==> src/rtl/mc_ctrl_pkg.sv <==
// Shared types and encodings for the multicycle MIPS main controller.
// Build option: MC_CONTROLLER_BNE_EN makes opcode 000101 (bne) legal.
package mc_ctrl_pkg;

  typedef enum logic [3:0] {
    S_FETCH   = 4'd0,
    S_DECODE  = 4'd1,
    S_MEMADR  = 4'd2,
    S_MEMRD   = 4'd3,
    S_MEMWB   = 4'd4,
    S_MEMWR   = 4'd5,
    S_EXECUTE = 4'd6,
    S_ALUWB   = 4'd7,
    S_BRANCH  = 4'd8,
    S_ADDIEX  = 4'd9,
    S_ADDIWB  = 4'd10,
    S_JUMP    = 4'd11
  } mc_state_t;

  localparam logic [5:0] OP_RTYPE = 6'b000000;
  localparam logic [5:0] OP_LW    = 6'b100011;
  localparam logic [5:0] OP_SW    = 6'b101011;
  localparam logic [5:0] OP_BEQ   = 6'b000100;
  localparam logic [5:0] OP_BNE   = 6'b000101;
  localparam logic [5:0] OP_ADDI  = 6'b001000;
  localparam logic [5:0] OP_J     = 6'b000010;

  localparam logic [5:0] FUNCT_ADD = 6'b100000;
  localparam logic [5:0] FUNCT_SUB = 6'b100010;
  localparam logic [5:0] FUNCT_AND = 6'b100100;
  localparam logic [5:0] FUNCT_OR  = 6'b100101;
  localparam logic [5:0] FUNCT_SLT = 6'b101010;

  localparam logic [2:0] ALU_ADD = 3'b010;
  localparam logic [2:0] ALU_SUB = 3'b110;
  localparam logic [2:0] ALU_AND = 3'b000;
  localparam logic [2:0] ALU_OR  = 3'b001;
  localparam logic [2:0] ALU_SLT = 3'b111;

  localparam logic [1:0] SRCB_RT     = 2'b00;
  localparam logic [1:0] SRCB_FOUR   = 2'b01;
  localparam logic [1:0] SRCB_IMM    = 2'b10;
  localparam logic [1:0] SRCB_IMMSH2 = 2'b11;

  localparam logic [1:0] PCSRC_ALU    = 2'b00;
  localparam logic [1:0] PCSRC_ALUOUT = 2'b01;
  localparam logic [1:0] PCSRC_JUMP   = 2'b10;

  // Opcodes the DECODE state can dispatch; anything else is reported as illegal.
  function automatic logic op_legal(input logic [5:0] op);
    logic ok;
    case (op)
      OP_RTYPE, OP_LW, OP_SW, OP_BEQ, OP_ADDI, OP_J: ok = 1'b1;
`ifdef MC_CONTROLLER_BNE_EN
      OP_BNE:                                        ok = 1'b1;
`endif
      default:                                       ok = 1'b0;
    endcase
    return ok;
  endfunction

endpackage

==> src/rtl/mc_aludec.sv <==
// R-type funct to ALU control decode; valid is low for unsupported functs.
module mc_aludec
  import mc_ctrl_pkg::*;
(
  input  logic [5:0] funct,
  output logic [2:0] alucontrol,
  output logic       valid
);

  always_comb begin
    alucontrol = ALU_AND;
    valid      = 1'b1;
    case (funct)
      FUNCT_ADD: alucontrol = ALU_ADD;
      FUNCT_SUB: alucontrol = ALU_SUB;
      FUNCT_AND: alucontrol = ALU_AND;
      FUNCT_OR:  alucontrol = ALU_OR;
      FUNCT_SLT: alucontrol = ALU_SLT;
      default:   valid      = 1'b0;
    endcase
  end

endmodule

==> src/rtl/mc_controller.sv <==
// Multicycle MIPS main controller: sequences the shared-memory datapath.
// Build option: MC_CONTROLLER_BNE_EN adds bne through the BRANCH state.
//
// state     | meaning
// FETCH     | read instruction at PC, PC <= PC+4 when memory is ready
// DECODE    | dispatch on opcode, precompute branch target into ALU-out
// MEMADR    | compute lw/sw effective address
// MEMRD     | read data memory, hold until memready
// MEMWB     | write loaded data into rt
// MEMWR     | write rt to memory, hold until memready
// EXECUTE   | R-type ALU operation selected by funct
// ALUWB     | write ALU-out into rd
// BRANCH    | compare rs/rt, take branch target from ALU-out
// ADDIEX    | rs + sign-extended immediate
// ADDIWB    | write ALU-out into rt
// JUMP      | load jump target into PC
module mc_controller
  import mc_ctrl_pkg::*;
(
  input  logic       clk,
  input  logic       rst,
  input  logic [5:0] op,
  input  logic [5:0] funct,
  input  logic       zero,
  input  logic       memready,
  output logic       memreq,
  output logic       memwrite,
  output logic       iord,
  output logic       irwrite,
  output logic       pcen,
  output logic       regwrite,
  output logic       regdst,
  output logic       memtoreg,
  output logic       alusrca,
  output logic [1:0] alusrcb,
  output logic [1:0] pcsrc,
  output logic [2:0] alucontrol,
  output logic       illegal
);

  mc_state_t  state_q, state_d;
  mc_state_t  state_out;
  logic [2:0] funct_alu;
  logic       funct_valid;
  logic       branch_take;

  mc_aludec u_aludec (
    .funct      (funct),
    .alucontrol (funct_alu),
    .valid      (funct_valid)
  );

  always_ff @(posedge clk) begin
    if (rst) state_q <= S_FETCH;
    else     state_q <= state_d;
  end

  always_comb begin
    state_d = state_q;
    case (state_q)
      S_FETCH:   if (memready) state_d = S_DECODE;
      S_DECODE: begin
        case (op)
          OP_LW, OP_SW: state_d = S_MEMADR;
          OP_RTYPE:     state_d = S_EXECUTE;
          OP_BEQ:       state_d = S_BRANCH;
`ifdef MC_CONTROLLER_BNE_EN
          OP_BNE:       state_d = S_BRANCH;
`endif
          OP_ADDI:      state_d = S_ADDIEX;
          OP_J:         state_d = S_JUMP;
          default:      state_d = S_FETCH;
        endcase
      end
      S_MEMADR:  state_d = (op == OP_SW) ? S_MEMWR : S_MEMRD;
      S_MEMRD:   if (memready) state_d = S_MEMWB;
      S_MEMWB:   state_d = S_FETCH;
      S_MEMWR:   if (memready) state_d = S_FETCH;
      S_EXECUTE: state_d = funct_valid ? S_ALUWB : S_FETCH;
      S_ALUWB:   state_d = S_FETCH;
      S_BRANCH:  state_d = S_FETCH;
      S_ADDIEX:  state_d = S_ADDIWB;
      S_ADDIWB:  state_d = S_FETCH;
      S_JUMP:    state_d = S_FETCH;
      default:   state_d = S_FETCH;
    endcase
  end

`ifdef MC_CONTROLLER_BNE_EN
  assign branch_take = (op == OP_BNE) ? ~zero : zero;
`else
  assign branch_take = zero;
`endif

  // Under reset the outputs show FETCH selects regardless of the (possibly unknown) state.
  assign state_out = rst ? S_FETCH : state_q;

  always_comb begin
    memreq     = 1'b0;
    memwrite   = 1'b0;
    iord       = 1'b0;
    irwrite    = 1'b0;
    pcen       = 1'b0;
    regwrite   = 1'b0;
    regdst     = 1'b0;
    memtoreg   = 1'b0;
    alusrca    = 1'b0;
    alusrcb    = SRCB_RT;
    pcsrc      = PCSRC_ALU;
    alucontrol = ALU_AND;
    illegal    = 1'b0;
    case (state_out)
      S_FETCH: begin
        memreq     = 1'b1;
        alusrcb    = SRCB_FOUR;
        alucontrol = ALU_ADD;
        irwrite    = memready;
        pcen       = memready;
      end
      S_DECODE: begin
        alusrcb    = SRCB_IMMSH2;
        alucontrol = ALU_ADD;
        illegal    = ~op_legal(op);
      end
      S_MEMADR: begin
        alusrca    = 1'b1;
        alusrcb    = SRCB_IMM;
        alucontrol = ALU_ADD;
      end
      S_MEMRD: begin
        memreq = 1'b1;
        iord   = 1'b1;
      end
      S_MEMWB: begin
        regwrite = 1'b1;
        memtoreg = 1'b1;
      end
      S_MEMWR: begin
        memreq   = 1'b1;
        memwrite = 1'b1;
        iord     = 1'b1;
      end
      S_EXECUTE: begin
        alusrca    = 1'b1;
        alucontrol = funct_alu;
        illegal    = ~funct_valid;
      end
      S_ALUWB: begin
        regwrite = 1'b1;
        regdst   = 1'b1;
      end
      S_BRANCH: begin
        alusrca    = 1'b1;
        alucontrol = ALU_SUB;
        pcsrc      = PCSRC_ALUOUT;
        pcen       = branch_take;
      end
      S_ADDIEX: begin
        alusrca    = 1'b1;
        alusrcb    = SRCB_IMM;
        alucontrol = ALU_ADD;
      end
      S_ADDIWB: regwrite = 1'b1;
      S_JUMP: begin
        pcsrc = PCSRC_JUMP;
        pcen  = 1'b1;
      end
      default: ;
    endcase
    if (rst) begin
      memreq  = 1'b0;
      irwrite = 1'b0;
      pcen    = 1'b0;
      illegal = 1'b0;
    end
  end

endmodule
==> config.mk <==
export PLATFORM = sky130hd
export DESIGN_NAME = mc_controller
export DESIGN_NICKNAME = d
export VERILOG_FILES = /design/src/rtl/mc_ctrl_pkg.sv /design/src/rtl/mc_aludec.sv /design/src/rtl/mc_controller.sv
export SDC_FILE = /design/constraint.sdc
export NUM_CORES = 1
export LEC_CHECK = 0
export CAP_MARGIN = 5
export CORE_MARGIN = 3
export CORE_UTILIZATION = 44
export CTS_BUF_LIST = sky130_fd_sc_hd__clkbuf_8
export DETAILED_ROUTE_END_ITERATION = 7
export GPL_TIMING_DRIVEN = 0
export PLACE_DENSITY = 0.87
export SLEW_MARGIN = 30
export SYNTH_ARGS = -nofsm -noshare
export SYNTH_HDL_FRONTEND = slang
export SYNTH_SLANG_ARGS = --single-unit
==> constraint.sdc <==
create_clock -name clk -period 2.4 [get_ports clk]
set_input_delay 0.48 -clock clk [delete_from_list [all_inputs] [get_ports clk]]
set_output_delay 0.48 -clock clk [all_outputs]
set_load 0.02 [all_outputs]
==> summary.txt <==
Status
  • Run status: finished, final reports clean

Clock tree
  • Clock tree buffer depth: 2
  • Number of setup buffers added after CTS: 0
  • Count of H-tree levels built during CTS: 1
  • Num CTS Buffers: 3
  • Hold Buf Count CTS: 0
  • Clock transition at path regs: 30 ps
  • Insertion delay of the later-clocked pin in the worst-skew pair: 220 ps
  • Number of clock sinks seen by CTS: 4
  • CTS tree: done
  • Root cell of the clock tree: sky130_fd_sc_hd__clkbuf_8

Yosys
  • Proportion of register bits with asynchronous set or reset after synthesis: 0%
  • Ranking of synthesized cells by area: sky130_fd_sc_hd__dfxtp_1, sky130_fd_sc_hd__nor2_1, sky130_fd_sc_hd__nand2b_1
  • Area share of the largest cell type after synthesis: 12.0%
  • Synth Register Bits: 4
  • Syn Area/Cell: 6.74 sq um
  • Ys Warns: 0
  • Synth Instances: 99
  • Sequential area share after synthesis: 12.0%
  • Predominant post-synthesis flop cell: sky130_fd_sc_hd__dfxtp_1
  • Number of enable flip-flop cells after synthesis: 0
  • Synthesized netlist net count: 115
  • Count of unique library cells instantiated by Yosys: 40
  • Cell type with the largest total area after synthesis: sky130_fd_sc_hd__dfxtp_1
  • Cell Area, Synth: 667 sq um

Setup path
  • CP Launch Type: input pin
  • Data required time of the critical path: 1920 ps
  • Maximum fanout along the worst path: 5
  • Endpoint arrival time on the critical path: 1900 ps
  • Critical path class: input pin to output port
  • Endpoint class of the critical path: output port

Cells and area
  • Area grow syn2layout: 57.2%
  • Most frequent cells in the layout: sky130_fd_sc_hd__clkdlybuf4s50_1, sky130_fd_sc_hd__clkbuf_2, sky130_fd_sc_hd__dlygate4sd2_1
  • Ratio of cells with drive above 1 in the final layout: 22.6%
  • Diode insertion count for antenna repair: 0
  • Largest register FFs: 4
  • Area occupied by multi-input gates: 576 sq um
  • Biggest regs: state_q x4
  • Net count, final: 151
  • Most common library cell in the layout ignoring fill and taps: sky130_fd_sc_hd__clkdlybuf4s50_1
  • Area of all sequential standard cells: 80.1 sq um
  • Post-route core utilization: 76.7%
  • Summed area of non-filler cells in the final layout: 1050 sq um
  • Count of fill cells added during filler insertion: 113
  • Reg with most FFs: state_q

Timing
  • Worst hold margin: 667 ps
  • Setup Total Neg Slack: 0 ps
  • Part of the cycle the worst path needs: 99.0%
  • Clock Skews: 6.60 ps
  • Number of max-slew violations in the final report: 0
  • Count of final setup violators: 0
  • Final critical delay including setup and external delays: 2380 ps
  • Maximum achievable frequency: 421 MHz
  • Slew at the pin with the worst max-slew slack: 462 ps
  • Relative slew margins: 68.8%
  • Fin. Hold Viols: 0

Floorplanning
  • Die width: 44.9 microns
  • Core footprint: 1370 sq um
  • Number of primary I/O pins: 33
  • Rows: 13
  • Starting Density: 48.8%
  • Overall die height: 44.9 microns
  • Area enclosed by the die boundary: 2020 sq um

Placement
  • Gpl congestion: 0.858
  • Total cell area at the placement stage: 996 sq um
  • Post-detailed-placement half-perimeter wirelength: 1750 microns
  • Port bufs: 31

Power
  • Internal power: 0.228 mW
  • Static Leakage: 0.466 nW
  • Worst voltage drop across the vdd grid: 0.498 mV
  • Net load switching power: 0.0947 mW
  • Switching Fraction: 29.4%
  • Share of total power in the clock network: 43.8%
  • Fraction of power consumed by combinational cells: 34.4%
  • Power density relative to cell area: 307 nW/um^2
  • Sequential share of power: 21.8%

Route
  • Total wirelength of the detailed-routed design: 2270 microns
  • Pre-Repair DR Iteration Count: 4
  • Drt via density: 6.03
  • Routed length per placed instance: 15.3 microns
  • Final routed DRC violation total: 0
  • Initial drt markers: 18
  • Routed via count: 893
  • Antenna Nets Post-Route: 0

Global routing
  • Total global routing overflow: 0
  • Number of antenna violations at the first check in global routing: 0
  • Vias in the first global route: 865
  • Global-route wire length before repair: 3680 microns
  • Overall Global Routing Usage: 23.8%
  • Pin count of the biggest net entering global routing: 11

Worst hold path
  • Hold/Removal Path Class: flop to flop

Run
  • Max-capacitance violation count: 0
-- path summary, 6_finish.rpt --
path / startpoint / to / slack [ps] / depth (start not counted)
setup / recovery: op[0] / illegal / 20 / 5
hold / removal: state_q[1]$_SDFFE_PP0P_ / state_q[3]$_SDFFE_PP0P_ / 670 / 3
setup reg to reg: state_q[1]$_SDFFE_PP0P_ / state_q[1]$_SDFFE_PP0P_ / 880 / 5
hold reg to reg: state_q[1]$_SDFFE_PP0P_ / state_q[3]$_SDFFE_PP0P_ / 670 / 3
-- synth_stat cells, types with 2 or more instances --
library cell               n
sky130_fd_sc_hd__or2_2     2
sky130_fd_sc_hd__nor2_1    9
sky130_fd_sc_hd__nand3_1   2
sky130_fd_sc_hd__o21ai_0   4
sky130_fd_sc_hd__a31oi_1   4
sky130_fd_sc_hd__xor2_1    2
sky130_fd_sc_hd__nor4_1    5
sky130_fd_sc_hd__o41ai_1   2
sky130_fd_sc_hd__a21oi_1   5
sky130_fd_sc_hd__nor4bb_1  2
sky130_fd_sc_hd__clkbuf_1  6
sky130_fd_sc_hd__o21a_1    2
sky130_fd_sc_hd__nor4b_1   2
sky130_fd_sc_hd__nor3_1    6
sky130_fd_sc_hd__nor2b_1   3
sky130_fd_sc_hd__o21bai_1  2
sky130_fd_sc_hd__nand2_1   6
sky130_fd_sc_hd__buf_2     3
sky130_fd_sc_hd__nand4_1   2
sky130_fd_sc_hd__nand2b_1  5
sky130_fd_sc_hd__dfxtp_1   4
sky130_fd_sc_hd__a22o_1    3
-- kinds of logic (layout without fill, tap and decap cells) --
group / Yosys count / after routing / synth area share [%]
multiplexers: 1 / 1 / 1.50
AND/OR/NAND/NOR: 50 / 50 / 43.3
flip-flops: 4 / 4 / 12.0
XOR/XNOR: 2 / 2 / 2.63
AO/OA/AOI/OAI: 31 / 31 / 33.2
buffers and inverters: 11 / 45 / 7.32
-- critical path: stages --
cell and delay [ps]:
sky130_fd_sc_hd__clkdlybuf4s50_1 500, sky130_fd_sc_hd__and3_4 230, sky130_fd_sc_hd__o21a_1 160, sky130_fd_sc_hd__o41ai_1 300, sky130_fd_sc_hd__buf_2 220
-- per-layer routing --
metal / wire, microns / global-route usage, % / up-vias
li1: - / - / 456
met1: 945 / 28.8 / 384
met2: 1110 / 39.5 / 47
met3: 143 / 7.17 / 6
met4: 64 / 8.19 / 0
met5: 0 / 0 / -
-- power by group through the flow --
stage | Combinational (mW) | Clock, mW | Sequential, mW
after floorplan | 0.0571 | 0 | 0.0708
after global placement | 0.105 | 0 | 0.0712
after detailed placement | 0.108 | 0 | 0.0710
after CTS | 0.107 | 0.143 | 0.0702
after global routing | 0.120 | 0.150 | 0.0704
final | 0.111 | 0.141 | 0.0703
-- repair_timing --
action	in CTS	in global routing
pin swaps	1	0
resized for setup	37	17
hold endpoints to repair	0	0
endpoints found under the setup margin	17	7
-- cell type report --
type / instances / area share, %
multi-input cells: 84 / 54.9
plain buffers: 10 / 5.13
flip-flops and latches: 4 / 7.64
well taps: 15 / 1.79
inverters: 1 / 0.358
clock buffers: 3 / 3.94
repair buffers: 31 / 26.3
-- through the flow --
step / power (mW) / setup WS (ps) / cells
floorplan: 0.128 / 133 / 99
global placement: 0.176 / -549 / 145
detailed placement: 0.179 / -516 / 145
CTS: 0.321 / 4.21 / 148
global route: 0.340 / -5.54 / 148
finish: 0.322 / 23.5 / 148
No activity file was read; power rests on OpenSTA's default activity.
